===== src/rtl/demux_stream_buf.sv =====
// demux_stream_buf: registered 1:2 stream demux, each channel has a 2-entry FIFO and an accept counter
module demux_stream_buf #(
    parameter int WIDTH = 8,
    parameter int CNT_W = 8
) (
    input  logic             clk,
    input  logic             rst_n,
    input  logic [WIDTH-1:0] I,
    input  logic             S,
    input  logic             in_valid,
    output logic             in_ready,
    output logic [WIDTH-1:0] Y0,
    output logic             y0_valid,
    input  logic             y0_ready,
    output logic [WIDTH-1:0] Y1,
    output logic             y1_valid,
    input  logic             y1_ready,
    output logic [CNT_W-1:0] cnt0,
    output logic [CNT_W-1:0] cnt1
);
    logic [WIDTH-1:0] head_q [2];
    logic [WIDTH-1:0] head_d [2];
    logic [WIDTH-1:0] tail_q [2];
    logic [WIDTH-1:0] tail_d [2];
    logic [1:0]       occ_q  [2];
    logic [1:0]       occ_d  [2];
    logic [CNT_W-1:0] cnt_q  [2];
    logic [CNT_W-1:0] cnt_d  [2];
    logic [1:0]       vld;
    logic [1:0]       full;
    logic [1:0]       push;
    logic [1:0]       pop;
    logic [1:0]       out_rdy;

    assign vld      = {occ_q[1] != 2'd0, occ_q[0] != 2'd0};
    assign full     = {occ_q[1] == 2'd2, occ_q[0] == 2'd2};
    assign out_rdy  = {y1_ready, y0_ready};
    // in_ready ignores same-cycle pops so yk_ready never reaches it combinationally
    assign in_ready = rst_n & ~full[S];
    assign push     = {in_valid & in_ready & S, in_valid & in_ready & ~S};
    assign pop      = vld & out_rdy;

    always_comb begin
        for (int k = 0; k < 2; k++) begin
            head_d[k] = head_q[k];
            tail_d[k] = tail_q[k];
            occ_d[k]  = occ_q[k];
            cnt_d[k]  = cnt_q[k] + CNT_W'(push[k]);
            if (occ_q[k] == 2'd0) begin
                if (push[k]) begin
                    head_d[k] = I;
                    occ_d[k]  = 2'd1;
                end
            end else if (occ_q[k] == 2'd1) begin
                if (push[k] && pop[k]) begin
                    head_d[k] = I;
                end else if (push[k]) begin
                    tail_d[k] = I;
                    occ_d[k]  = 2'd2;
                end else if (pop[k]) begin
                    occ_d[k]  = 2'd0;
                end
            end else if (pop[k]) begin
                head_d[k] = tail_q[k];
                occ_d[k]  = 2'd1;
            end
        end
    end

    always_ff @(posedge clk) begin
        for (int k = 0; k < 2; k++) begin
            if (!rst_n) begin
                head_q[k] <= '0;
                tail_q[k] <= '0;
                occ_q[k]  <= 2'd0;
                cnt_q[k]  <= '0;
            end else begin
                head_q[k] <= head_d[k];
                tail_q[k] <= tail_d[k];
                occ_q[k]  <= occ_d[k];
                cnt_q[k]  <= cnt_d[k];
            end
        end
    end

    assign y0_valid = vld[0];
    assign y1_valid = vld[1];
    assign Y0       = vld[0] ? head_q[0] : '0;
    assign Y1       = vld[1] ? head_q[1] : '0;
    assign cnt0     = cnt_q[0];
    assign cnt1     = cnt_q[1];
endmodule


===== config.mk =====
export PLATFORM = sky130hd
export DESIGN_NAME = demux_stream_buf
export DESIGN_NICKNAME = d
export VERILOG_FILES = /design/src/rtl/demux_stream_buf.sv
export SDC_FILE = /design/constraint.sdc
export NUM_CORES = 1
export LEC_CHECK = 0
export CAP_MARGIN = 40
export CORE_ASPECT_RATIO = 0.7
export CORE_MARGIN = 2
export CORE_UTILIZATION = 46
export DETAILED_ROUTE_END_ITERATION = 6
export PLACE_DENSITY_LB_ADDON = 0.25
export SYNTH_ARGS = -nofsm -noshare
export SYNTH_HDL_FRONTEND = slang
export SYNTH_SLANG_ARGS = --single-unit
export TNS_END_PERCENT = 30

===== constraint.sdc =====
create_clock -name clk -period 2.99 [get_ports clk]
set_clock_uncertainty 0.1 [all_clocks]
set_input_delay 0.598 -clock clk [delete_from_list [all_inputs] [get_ports clk]]
set_output_delay 0.598 -clock clk [all_outputs]
set_load 0.1 [all_outputs]

==> results of run 1 <==
-- synth_stat cells, types with 2 or more instances --
| cell | n | area share, % |
|---|---|---|
| nand2_1 | 7 | 1.0 |
| xnor2_1 | 2 | 0.69 |
| buf_2 | 4 | 0.79 |
| nand3_1 | 31 | 6.1 |
| o211ai_1 | 8 | 2.4 |
| nand4_1 | 2 | 0.49 |
| or3b_1 | 2 | 0.69 |
| a21oi_1 | 25 | 4.9 |
| or3_1 | 6 | 1.5 |
| dfxtp_1 | 52 | 41 |
| o21bai_2 | 2 | 0.89 |
| nor2_1 | 9 | 1.3 |
| clkbuf_1 | 8 | 1.2 |
| o211a_1 | 16 | 6.3 |
| nor2b_1 | 19 | 4.7 |
| inv_1 | 5 | 0.74 |
| ha_1 | 4 | 2.0 |
| mux2i_1 | 17 | 6.7 |
| o21ai_0 | 21 | 4.1 |
| o21ai_1 | 2 | 0.39 |
| xor2_1 | 4 | 1.4 |
| buf_6 | 6 | 2.7 |
| nor3_1 | 2 | 0.39 |
| and2_1 | 4 | 0.99 |
-- worst min-delay path, delay by kind of cell (launching register included) --
family	cells	cell delay, ps
AOI/OAI and AO/OA	2	120
DFF	1	310
-- power groups by stage --
| stage | combinational [mW] | sequential [mW] | clock (mW) |
|---|---|---|---|
| after floorplan | 0.118 | 0.746 | 0 |
| after global placement | 0.192 | 0.736 | 0 |
| after detailed placement | 0.198 | 0.736 | 0 |
| after CTS | 0.199 | 0.720 | 0.487 |
| after global routing | 0.212 | 0.722 | 0.524 |
| final | 0.198 | 0.720 | 0.481 |
-- placed cells by master, fill, tap and decap left out, types with 2 or more instances in the layout --
cell and instances:
nor2b_1 19, and2_1 4, ha_1 4, o21ai_0 21
or3_1 6, nor3_1 2, o211ai_1 8, clkbuf_8 5
or3b_1 2, xor2_1 4, buf_4 23, buf_12 19
a21oi_1 25, nor2_1 9, inv_1 5, o21bai_2 2
o21ai_1 2, dfxtp_1 52, clkdlybuf4s50_1 13, o211a_1 16
nand3_1 31, nand2_1 7, xnor2_1 2, nand4_1 2
mux2i_1 17
-- per-layer routing --
| metal | global-route usage, % | routed length (um) |
|---|---|---|
| met1 | 27.77 | 2712 |
| met2 | 29.80 | 2348 |
| met3 | 5.587 | 359 |
| met4 | 5.331 | 43 |
| met5 | 0 | 0 |
-- state kept, by name, indices dropped and copies added (netlist names) --
name    count
cnt_q      16
head_q     16
tail_q     16
occ_q       4
-- final cells by class --
class	instances	area [sq um]	area share [%]
Multi-Input combinational cell	197	1344	40.57
Sequential cell	52	1041	31.43
Timing Repair Buffer	56	710.7	21.46
Tap cell	72	90.09	2.720
Clock buffer	6	72.57	2.191
Clock inverter	2	35.03	1.058
Inverter	5	18.77	0.5667
-- cell families (layout without fill, tap and decap cells) --
kind of cell	Yosys count	count (layout)	synth area share, %
simple gates	89	89	20.22
compound gates	80	80	21.55
flops	52	52	41.03
buf+inv	26	69	6.016
mux	18	18	7.150
xor+xnor	6	6	2.071
fa+ha+maj	4	4	1.972
-- metrics by stage --
step / power, mW / cell area, sq um / cells / util [%]
6_report: 1.399 / 3312 / 390 / 62.67
5_1_grt: 1.458 / 3312 / 390 / 62.67
4_1_cts: 1.406 / 3312 / 390 / 62.67
3_5_place_dp: 0.9342 / 3204 / 382 / 60.63
3_3_place_gp: 0.9278 / 3177 / 381 / 60.11
2_1_floorplan: 0.8645 / 2537 / 275 / -
-- how the worst max path moves through the flow --
stage	cells past startpoint	slack [ps]	endpoint
after floorplan	4	160	Y0[0]
after global placement	8	410	cnt_q[0][6]$_SDFF_PN0_
after detailed placement	8	310	cnt_q[0][6]$_SDFF_PN0_
after CTS	4	490	in_ready
after global routing	3	420	Y0[7]
final	4	510	in_ready
==> impl_metrics.toml, run 1 <==
[cts]
tritoncts = "done"
ctsResizeCount = 0
clkLatencyLatePin_ps = 310
hold_buffers = 0
clock-sinks = 52
cts.path.max_buffers = 2
clk_pin_slew_ps = 90
post-cts-setup-buffers = 0
h-tree-depth = 2
cts-root-buf = "clkbuf_8"
cts_inserted_buffers = 5

[min_path]
hold_path.class = "reg -> reg"
holdPathStages = 2
min_from = "tail_q[1][6]$_SDFFE_PN0P_"
holdPathEnd = "tail_q[1][6]$_SDFFE_PN0P_"

[synth]
synth_seq_area_share_pct = 41.03
synth_edf_count = 0
synth.distinct_cells = 41
synthArstFlopShare_pct = 0
syn_area_per_cell_sq_um = 9.227
synth_cells = 275
syn_nets = 293
synth_warnings = 0
synth_area_sq_mm = 0.002537
synthFlopType = "dfxtp_1"
ys_ff_latch = 52

[floorplan]
die_area_sq_mm = 0.006136
ioPinCount = 49
core_area_sq_mm = 0.005285
rows = 22
start_util_pct = 48.01
die-width_um = 92.77
die_y_um = 66.14

[run]
cap_violations = 0

[sta]
fin_crit_sh_pct = 82.78
final-max-slew-violation-count = 0
rsz0062_at_grt = "false"
slew_headroom_pct = 59.22
tightest_slew_ps = 609.4
setup_viol = 0
max_freq_ghz = 0.4040
hold_slack_ps = 379.9
hold_viol = 0
period_minus_slack_ps = 2475
layout_setup_ws_ps = 514.8
finalSetupTns_ps = 0

[power]
p_per_area_mw_per_mm2 = 422.3
power.leakage_nw = 1.357
p_clk_share_pct = 34.4
p_sw_share_pct = 25.92
p_int_mw = 1.036
comb_power_share_pct = 14.1
vdd_drop_max_mv = 0.3366
switchingPower_uw = 362.5
seqPwrFrac_pct = 51.5

[global_routing]
grt_pass1_vias = 2020
grt_max_degree = 29
antenna_found_initial = 0
grt_pass1_wl_mm = 9.522
overflow = 0
grt_use_total_pct = 19.76

[drt]
routed_wl_mm = 5.464
vias = 2095
dr.pass1.iters = 4
viasPerCell = 5.372
antenna_left = 0
drtIter0Drc = 113
drc = 0
wl_per_cell_um = 14.01

[setup_path]
worstSetupPathType = "in -> out"
rr_endpoint = "cnt_q[0][6]$_SDFF_PN0_"
crit_buf_inv = 3
end_kind = "output port"
arrival_ps = 1780
crit_path_max_incr_delay_ps = 540
critPathMaxFanout = 15
crit_chain = "clkdlybuf4s50_1 > buf_4 > o311a_1 > buf_12"
r2r_slack_ps = 1090
cp-startpoint = "rst_n"
critical_path_required_ps = 2290
cp_slowest_cell = "clkdlybuf4s50_1"
rr_worst_depth = 7
startpoint_type = "primary input"
r2r-start = "occ_q[0][0]$_SDFFE_PN0P_"
path_delay_family = "buffers and inverters"

[placed_design]
port-buffer-count = 48
pre_cts_slack_ps = 314.4
hpwlAfterDp_mm = 3.903
gp_congestion = 0.8068

[finish]
fillers = 492
syn_to_final_growth_pct = 30.52
nNetsFinal = 335
drive_gt1_share_pct = 18.55
antennaDiodeCount = 0

[run_status]
outcome = "finished clean"
(Power assumes the default switching activity.)
==> inputs of run 2 (changes only) <==
==> constraint.sdc (replaced) <==
create_clock -name clk -period 2.05 [get_ports clk]
set_clock_uncertainty 0.1 [all_clocks]
set_input_delay 0.41 -clock clk [delete_from_list [all_inputs] [get_ports clk]]
set_output_delay 0.41 -clock clk [all_outputs]
set_load 0.1 [all_outputs]
==> run 2 against run 1 <==
Die area is the same. Total power grew 41%. Combinational power grew 60%. Final cell count grew 3.3%. Non-clock buffer count grew 13. Flip-flop and latch count is the same. Register-to-register slack lost 940 ps. Critical path type unchanged.
==> impl_metrics.toml, run 2 (synthesis gave the netlist of run 1 again) <==
[placed_design]
hpwlAfterDp_mm = 4.296
numPlacedInstances = 395
gp_congestion = 0.8142
port-buffer-count = 48

[sta]
period_minus_slack_ps = 2040
max_freq_ghz = 0.4901
tightest_slew_ps = 470.0
fin_crit_sh_pct = 99.53
setup_viol = 0
final-max-slew-violation-count = 0
slew_headroom_pct = 68.53
hold_viol = 0
rsz0062_at_grt = "true"
finalSetupTns_ps = 0

[floorplan]
die_area_sq_mm = 0.006136
die_y_um = 66.14
die-width_um = 92.77
ioPinCount = 49
core_area_sq_mm = 0.005285
rows = 22
start_util_pct = 48.01

[drt]
antenna_left = 0
viasPerCell = 5.471
drtIter0Drc = 107
drc = 0
routed_wl_mm = 5.892
wl_per_cell_um = 14.62
vias = 2205
dr.pass1.iters = 4

[global_routing]
grt_max_degree = 20
overflow = 0
use_met2_pct = 32.97
antenna_found_initial = 0
grt_pass1_wl_mm = 10.07
grt_use_total_pct = 20.56
grt_pass1_vias = 2134
grt_util_met3_pct = 4.561
grt_busiest_layer = "met2"
grt_use_met1_pct = 28.45

[setup_path]
critPathMaxFanout = 9
crit_path_max_incr_delay_ps = 470
crit_chain = "clkdlybuf4s50_1 > buf_6 > o311a_4 > buf_12"
cp_slowest_cell = "clkdlybuf4s50_1"
critical_path_required_ps = 1540
end_kind = "output port"
worstSetupPathType = "in -> out"
r2r-start = "occ_q[0][0]$_SDFFE_PN0P_"
cp-startpoint = "S"
arrival_ps = 1530
startpoint_type = "primary input"

[run_status]
outcome = "finished clean"

[cts]
clk_pin_slew_ps = 80
tritoncts = "done"
hold_buffers = 0
clock-sinks = 52
cts_inserted_buffers = 5
h-tree-depth = 2
post-cts-setup-buffers = 0
cts.path.max_buffers = 2
clkLatencyLatePin_ps = 310
cts-root-buf = "clkbuf_8"

[finish]
mostFrequentLayoutCell = "dfxtp_1"
layout_common_cells = "52 x dfxtp_1, 31 x nand3_1, 29 x buf_12"
reg.largest.list = "cnt_q x16, head_q x16, tail_q x16"
syn_to_final_growth_pct = 41.32
nNetsFinal = 348
drive_gt1_share_pct = 25.38
final_cells = 403
antennaDiodeCount = 0

[power]
power.leakage_nw = 1.470
vdd_drop_max_mv = 0.4078
p_per_area_mw_per_mm2 = 550.9

[min_path]
min_from = "tail_q[1][3]$_SDFFE_PN0P_"
hold_path.class = "reg -> reg"

[run]
cap_violations = 0
[run 2: per-layer routing]
metal  vias to the layer above  share of wire (%)
li1                       1110                  -
met1                      1045                 50
met2                        41                 45
met3                         9                3.5
met4                         0                1.1
met5                         -                  0
[run 2: report_power, final]
| group | switching (mW) | internal [mW] | leakage, nW |
|---|---|---|---|
| logic | 0.185 | 0.133 | 1.00 |
| clock network | 0.330 | 0.276 | 0.0455 |
| registers | 0.0170 | 1.03 | 0.421 |
| total | 0.532 | 1.44 | 1.47 |
[run 2: what timing repair did]
item	in CTS	in global routing
hold endpoints to repair	0	0
gates resized for setup	3	7
setup endpoints to repair	10	19
pin swaps	0	1
[run 2: final timing paths]
path / to / slack [ps] / depth (start not counted)
worst max-delay path: in_ready / 10 / 4
worst min-delay path: tail_q[1][3]$_SDFFE_PN0P_ / 380 / 2
worst max register to register: cnt_q[0][6]$_SDFF_PN0_ / 150 / 7
worst min register to register: tail_q[1][3]$_SDFFE_PN0P_ / 380 / 2
[run 2: final cells by class]
| type | instances | area, sq um |
|---|---|---|
| clock buffers | 8 | 90.09 |
| inverters | 5 | 18.77 |
| repair buffers | 69 | 925.9 |
| multi-input cells | 197 | 1420 |
| well taps | 72 | 90.09 |
| flip-flops and latches | 52 | 1041 |
| fillers | 442 | 1699 |
[run 2: through the flow]
step	utilization [%]	area, sq um	worst slack, ps	power (mW)	hold slack (ps)
floorplan	-	2580	-371.1	1.268	353.5
global placement	65.27	3450	-181.7	1.380	357.0
detailed placement	65.27	3450	-275.3	1.385	365.3
CTS	67.35	3560	-8.482	1.978	377.9
global route	67.85	3586	-29.31	2.027	409.5
finish	67.85	3586	9.550	1.975	375.2
[run 2: critical path, delay by kind of cell]
kind | cells | cell delay (ps)
AO/OA/AOI/OAI | 1 | 310
buffers and inverters | 3 | 810
